## src/rtl/inst_fetcher.sv

```systemverilog
// Instruction fetch stage: assembles each 32-bit instruction from four byte reads on the
// shared memory port and hands it to the decoder with DecEn/stall handshaking and redirect flush.
//
// state    | meaning
// ---------+-------------------------------------------------------------
// ST_FETCH | fetchReq=1, issuing byte reads pc+0..pc+3
// ST_DRAIN | all four reads granted, waiting for the final byte
// ST_HOLD  | DecEn=1, instruction held until the decoder consumes it
module inst_fetcher #(
   parameter int unsigned            ADDR_WIDTH = 32,
   parameter logic [ADDR_WIDTH-1:0]  RESET_PC   = '0
) (
   input  logic                  clk,
   input  logic                  rst,
   input  logic                  stall,
   output logic                  DecEn,
   output logic [31:0]           inst,
   output logic [ADDR_WIDTH-1:0] instPC,
   input  logic                  redirectEn,
   input  logic [ADDR_WIDTH-1:0] redirectAddr,
   output logic                  fetchReq,
   output logic [ADDR_WIDTH-1:0] fetchAddr,
   input  logic                  memGrant,
   input  logic [7:0]            memDin
);

   localparam logic [1:0] ST_FETCH = 2'd0;
   localparam logic [1:0] ST_DRAIN = 2'd1;
   localparam logic [1:0] ST_HOLD  = 2'd2;

   logic [1:0]            state_q, state_d;
   logic [ADDR_WIDTH-1:0] pc_q, pc_d;
   logic [1:0]            req_cnt_q, req_cnt_d;
   logic [1:0]            rcv_cnt_q, rcv_cnt_d;
   logic                  dec_en_q, dec_en_d;
   logic [31:0]           inst_q, inst_d;
   logic [ADDR_WIDTH-1:0] inst_pc_q, inst_pc_d;
   logic                  pend_q, pend_d;
   logic                  kill_q, kill_d;
   logic                  grant_fire;
   logic                  byte_ok;

   assign fetchReq   = (state_q == ST_FETCH);
   assign fetchAddr  = pc_q + ADDR_WIDTH'(req_cnt_q);
   assign grant_fire = fetchReq & memGrant;
   // A byte granted in a redirect cycle still returns next cycle; kill marks it for discard.
   assign byte_ok    = pend_q & ~kill_q;

   assign DecEn  = dec_en_q;
   assign inst   = inst_q;
   assign instPC = inst_pc_q;

   always_comb begin
      state_d   = state_q;
      pc_d      = pc_q;
      req_cnt_d = req_cnt_q;
      rcv_cnt_d = rcv_cnt_q;
      dec_en_d  = dec_en_q;
      inst_d    = inst_q;
      inst_pc_d = inst_pc_q;
      pend_d    = grant_fire;
      kill_d    = grant_fire & redirectEn;

      if (redirectEn) begin
         pc_d      = redirectAddr;
         req_cnt_d = 2'd0;
         rcv_cnt_d = 2'd0;
         dec_en_d  = 1'b0;
         state_d   = ST_FETCH;
      end else begin
         if (byte_ok) begin
            inst_d[{rcv_cnt_q, 3'b000} +: 8] = memDin;
            rcv_cnt_d = rcv_cnt_q + 2'd1;
         end
         case (state_q)
            ST_FETCH: begin
               if (grant_fire) begin
                  req_cnt_d = req_cnt_q + 2'd1;
                  if (req_cnt_q == 2'd3) state_d = ST_DRAIN;
               end
            end
            ST_DRAIN: begin
               if (byte_ok && rcv_cnt_q == 2'd3) begin
                  state_d   = ST_HOLD;
                  dec_en_d  = 1'b1;
                  inst_pc_d = pc_q;
               end
            end
            ST_HOLD: begin
               if (!stall) begin
                  pc_d      = pc_q + ADDR_WIDTH'(4);
                  req_cnt_d = 2'd0;
                  rcv_cnt_d = 2'd0;
                  dec_en_d  = 1'b0;
                  state_d   = ST_FETCH;
               end
            end
            default: begin
               state_d   = ST_FETCH;
               req_cnt_d = 2'd0;
               rcv_cnt_d = 2'd0;
               dec_en_d  = 1'b0;
            end
         endcase
      end
   end

   always_ff @(posedge clk) begin
      if (rst) begin
         state_q   <= ST_FETCH;
         pc_q      <= RESET_PC;
         req_cnt_q <= 2'd0;
         rcv_cnt_q <= 2'd0;
         dec_en_q  <= 1'b0;
         inst_q    <= 32'd0;
         inst_pc_q <= '0;
         pend_q    <= 1'b0;
         kill_q    <= 1'b0;
      end else begin
         state_q   <= state_d;
         pc_q      <= pc_d;
         req_cnt_q <= req_cnt_d;
         rcv_cnt_q <= rcv_cnt_d;
         dec_en_q  <= dec_en_d;
         inst_q    <= inst_d;
         inst_pc_q <= inst_pc_d;
         pend_q    <= pend_d;
         kill_q    <= kill_d;
      end
   end

endmodule

```

## config.mk

```make
export PLATFORM = sky130hd
export DESIGN_NAME = inst_fetcher
export DESIGN_NICKNAME = d
export VERILOG_FILES = /design/src/rtl/inst_fetcher.sv
export SDC_FILE = /design/constraint.sdc
export NUM_CORES = 1
export LEC_CHECK = 0
export ABC_AREA = 0
export BUFFER_PORTS_ARGS = -buffer_cell sky130_fd_sc_hd__buf_2
export CAP_MARGIN = 30
export CORE_MARGIN = 4
export CORE_UTILIZATION = 48
export DETAILED_ROUTE_END_ITERATION = 16
export MAX_ROUTING_LAYER = met4
export PLACE_DENSITY = 0.77
export SKIP_LAST_GASP = 1
export SLEW_MARGIN = 30
export SYNTH_ARGS = -nofsm -noshare
export SYNTH_HDL_FRONTEND = slang
export SYNTH_SLANG_ARGS = --single-unit
```

## constraint.sdc

```tcl
create_clock -name clk -period 2.3 [get_ports clk]
set_clock_uncertainty 0.2 [all_clocks]
set_input_delay 0.23 -clock clk [delete_from_list [all_inputs] [get_ports clk]]
set_output_delay 0.23 -clock clk [all_outputs]
set_load 0.05 [all_outputs]
```

==> results.sh <==
export IMPL_antenna_found_initial=0
export IMPL_final_setup_worst_slack_ps=-613.9
export IMPL_regToRegStartpoint="pc_q[2]"
export IMPL_clkLatencyLatePin_ps=380
export IMPL_cts_sinks=105
export IMPL_r2r_slack_ps=-10
export IMPL_violations="negative setup slack"
export IMPL_die_w_um=113.3
export IMPL_multiInputGateArea_sq_um=3468
export IMPL_synth_compound_area_frac=0.1454
export IMPL_cap_violations=0
export IMPL_synth_top_area_frac=0.3952
export IMPL_grt_max_degree=34
export IMPL_grt_pass1_vias=6115
export IMPL_ant_nets=0
export IMPL_avgSynthCellArea_sq_um=7.857
export IMPL_synth_top_family_by_area="simple AND/OR/NAND/NOR gates"
export IMPL_netlist_area_sq_um=5319
export IMPL_ys_seq_area_frac=0.3952
export IMPL_die_h_um=113.3
export IMPL_power_mw=3.873
export IMPL_synth_adder_area_share=0.02494
export IMPL_yosysMostFrequentCell="nand2_1"
export IMPL_fmax_mhz=343.2
export IMPL_cts_buffers=9
export IMPL_reg2reg_to="pc_q[23]"
export IMPL_holdCritStartpoint="redirectAddr[29]"
export IMPL_reg2reg_depth=6
export IMPL_required_ps=1870
export IMPL_num_vias=6233
export IMPL_finalCritPeriodShare=1.267
export IMPL_cts_max_level=3
export IMPL_dr_pass1_iters=6
export IMPL_setup_violations=30
export IMPL_worstPathArrival_ps=2480
export IMPL_path_clk_slew_ps=110
export IMPL_grt_ovfl_total=0
export IMPL_placementRows=38
export IMPL_status="complete, but fails checks"
export IMPL_diodes=0
export IMPL_critPathCaptureType="primary output"
export IMPL_leakage_nw=3.465
export IMPL_min_path_type="input port to flop"
export IMPL_drive_above_1_share=0.3867
export IMPL_dieArea_sq_um=12830
export IMPL_yosys_warnings=0
export IMPL_yosys_area_share_xor_xnor=0.06751
export IMPL_coreArea_sq_um=10840
export IMPL_grt_use_total=0.3006
export IMPL_ys_async_sr_fraction=0
export IMPL_start_util=0.4907
export IMPL_areaGrowthSynthToFinish_pct=54.74
export IMPL_synthSimpleGateAreaFrac=0.2898
export IMPL_slew_violations=0
export IMPL_num_fill_cells=713
export IMPL_worst_slew_pin_slew_ps=481.2
export IMPL_fin_tns_setup_ps=-8727
export IMPL_ys_types=57
export IMPL_synth_ff_type="dfxtp_1"
export IMPL_cts_root_buf="clkbuf_8"
export IMPL_grt_pass1_wl_mm=30.40
export IMPL_cts_buffer_depth=2
export IMPL_synth_common_cells="129 x nand2_1, 105 x dfxtp_1, 77 x a21oi_1, 49 x nand3_1, 44 x nor2_1"
export IMPL_relSlewSlack=0.6763
export IMPL_synth_edff_count=0
export IMPL_holdPathEnd="pc_q[29]"
export IMPL_vias_per_cell=5.820
export IMPL_netlist_top_cells_area="dfxtp_1 40%, nand2_1 9.1%, a21oi_1 7.2%"
export IMPL_power_density_nw_per_um2=470.6
export IMPL_final_net_count=981
export IMPL_io_pins=143
export IMPL_gp_congestion=0.9557
export IMPL_syn_inst=677
export IMPL_ir_drop_mv=0.3202
export IMPL_dp_hpwl_mm=12.80
export IMPL_port_buffers=142
export IMPL_setup_worst_path_class="flop to primary output"
export IMPL_synth_seq_cells=105
export IMPL_wl_mm=19.77
export IMPL_crit_fanout=5
export IMPL_drt_iter0_markers=488
export IMPL_min_path_cells=3
export IMPL_ff_latch_area_sq_um=2151
export IMPL_drc_errors=0
export IMPL_final_min_clock_period_ps=2914
export IMPL_synth_top_area_cell="dfxtp_1"
export IMPL_hold_viol_final=0
export IMPL_muxShareOfSynthArea=0.007763
export IMPL_startpoint_type="flop"
export IMPL_cts_tree="built"
export IMPL_wl_per_cell_um=18.46
export IMPL_rsz0062_at_grt="true"
export IMPL_synthesis_nets=732
[kinds of logic after synthesis]
logic type,Yosys count
AND/OR/NAND/NOR,313
AO/OA/AOI/OAI,128
flip-flops,105
buffers and inverters,76
XOR/XNOR,41
adder cells (fa/ha/maj),10
multiplexers,4
[report_power, final]
group          total, mW  switching (mW)  leakage (nW)  internal, mW
registers           1.92          0.0547         0.864          1.86
logic              0.796           0.455          2.50         0.341
clock network       1.16           0.730         0.101         0.427
total               3.87            1.24          3.46          2.63
[per-stage QoR]
step	worst slack, ps	instance area [sq um]	std cells	hold WS [ps]	util
finish	-613.9	8230	1071	46.03	0.7592
global route	-676.0	8230	1071	44.73	0.7592
CTS	-591.3	8014	1063	34.57	0.7393
detailed placement	-400.4	6983	997	243.1	0.6442
global placement	-313.6	6983	997	237.5	0.6442
floorplan	-393.7	5677	677	174.6	-
[worst max-delay path, cell delays in order (launching register included)]
cell and delay [ps]:
dfxtp_2 370, ha_4 140, inv_2 30, fa_2 330
nand2b_4 160, nor4_4 250, buf_6 190, nand4_1 220
xnor2_4 240, buf_6 190
[sequential cells by signal, indices dropped and copies added, names as in the netlist]
signal	flops
instPC	32
inst	32
pc_q	32
rcv_cnt_q	2
req_cnt_q	2
state_q	2
DecEn	1
kill_q	1
pend_q	1
[placed cells by master, fill, tap and decap left out, types with 4 or more instances in the layout]
master | synthesis | layout
o21ai_0 | 7 | 7
dfxtp_4 | 0 | 9
a21oi_1 | 77 | 76
nand4_1 | 18 | 18
a311oi_1 | 9 | 7
nand2_1 | 129 | 129
dfxtp_1 | 105 | 84
buf_4 | 9 | 107
inv_1 | 18 | 17
xnor2_4 | 0 | 13
dfxtp_2 | 0 | 12
nor4_4 | 0 | 6
xor2_2 | 0 | 5
xnor2_1 | 33 | 12
buf_6 | 5 | 36
nor2_1 | 44 | 41
clkbuf_8 | 0 | 9
nor3_1 | 12 | 9
and2_1 | 6 | 6
or3_1 | 5 | 5
a211oi_1 | 11 | 11
nand3_4 | 0 | 4
xnor2_2 | 0 | 8
nor3b_1 | 6 | 6
dlygate4sd3_1 | 0 | 39
nor4_1 | 11 | 7
nand3b_1 | 4 | 4
ha_1 | 9 | 6
buf_2 | 8 | 112
nand3_1 | 49 | 44
[worst max path at each step]
stage,slack [ps],end,from,cells past startpoint
after CTS,-590,fetchAddr[20],req_cnt_q[0],9
after detailed placement,-400,fetchAddr[20],req_cnt_q[0],9
after floorplan,-390,fetchAddr[20],req_cnt_q[0],7
after global routing,-680,fetchAddr[30],pc_q[0],9
after global placement,-310,fetchAddr[20],req_cnt_q[0],9
final,-610,fetchAddr[28],pc_q[0],9
[timing repair]
action | in CTS | in global routing
setup buffers | 11 | 11
pin swaps | 30 | 24
hold buffers | 39 | 0
cloned | 1 | 1
gates resized for setup | 104 | 37
hold endpoints to repair | 64 | 0
endpoints found under the setup margin | 30 | 39
[final cells by class]
cell class,count,share of cell area
Clock inverter,7,0.008513
Multi-Input combinational cell,496,0.4214
Timing Repair Buffer,295,0.2638
Tap cell,140,0.02128
Inverter,19,0.008665
Clock buffer,9,0.01505
Sequential cell,105,0.2613
[routing by layer]
layer / vias up / wire [um] / track usage
met5: - / 0 / -
met4: 0 / 1056 / 0.1522
met3: 104 / 1492 / 0.04866
met2: 346 / 9727 / 0.4925
met1: 2934 / 7490 / 0.3574
li1: 2849 / - / -
Power figures use the tool's default switching activity.
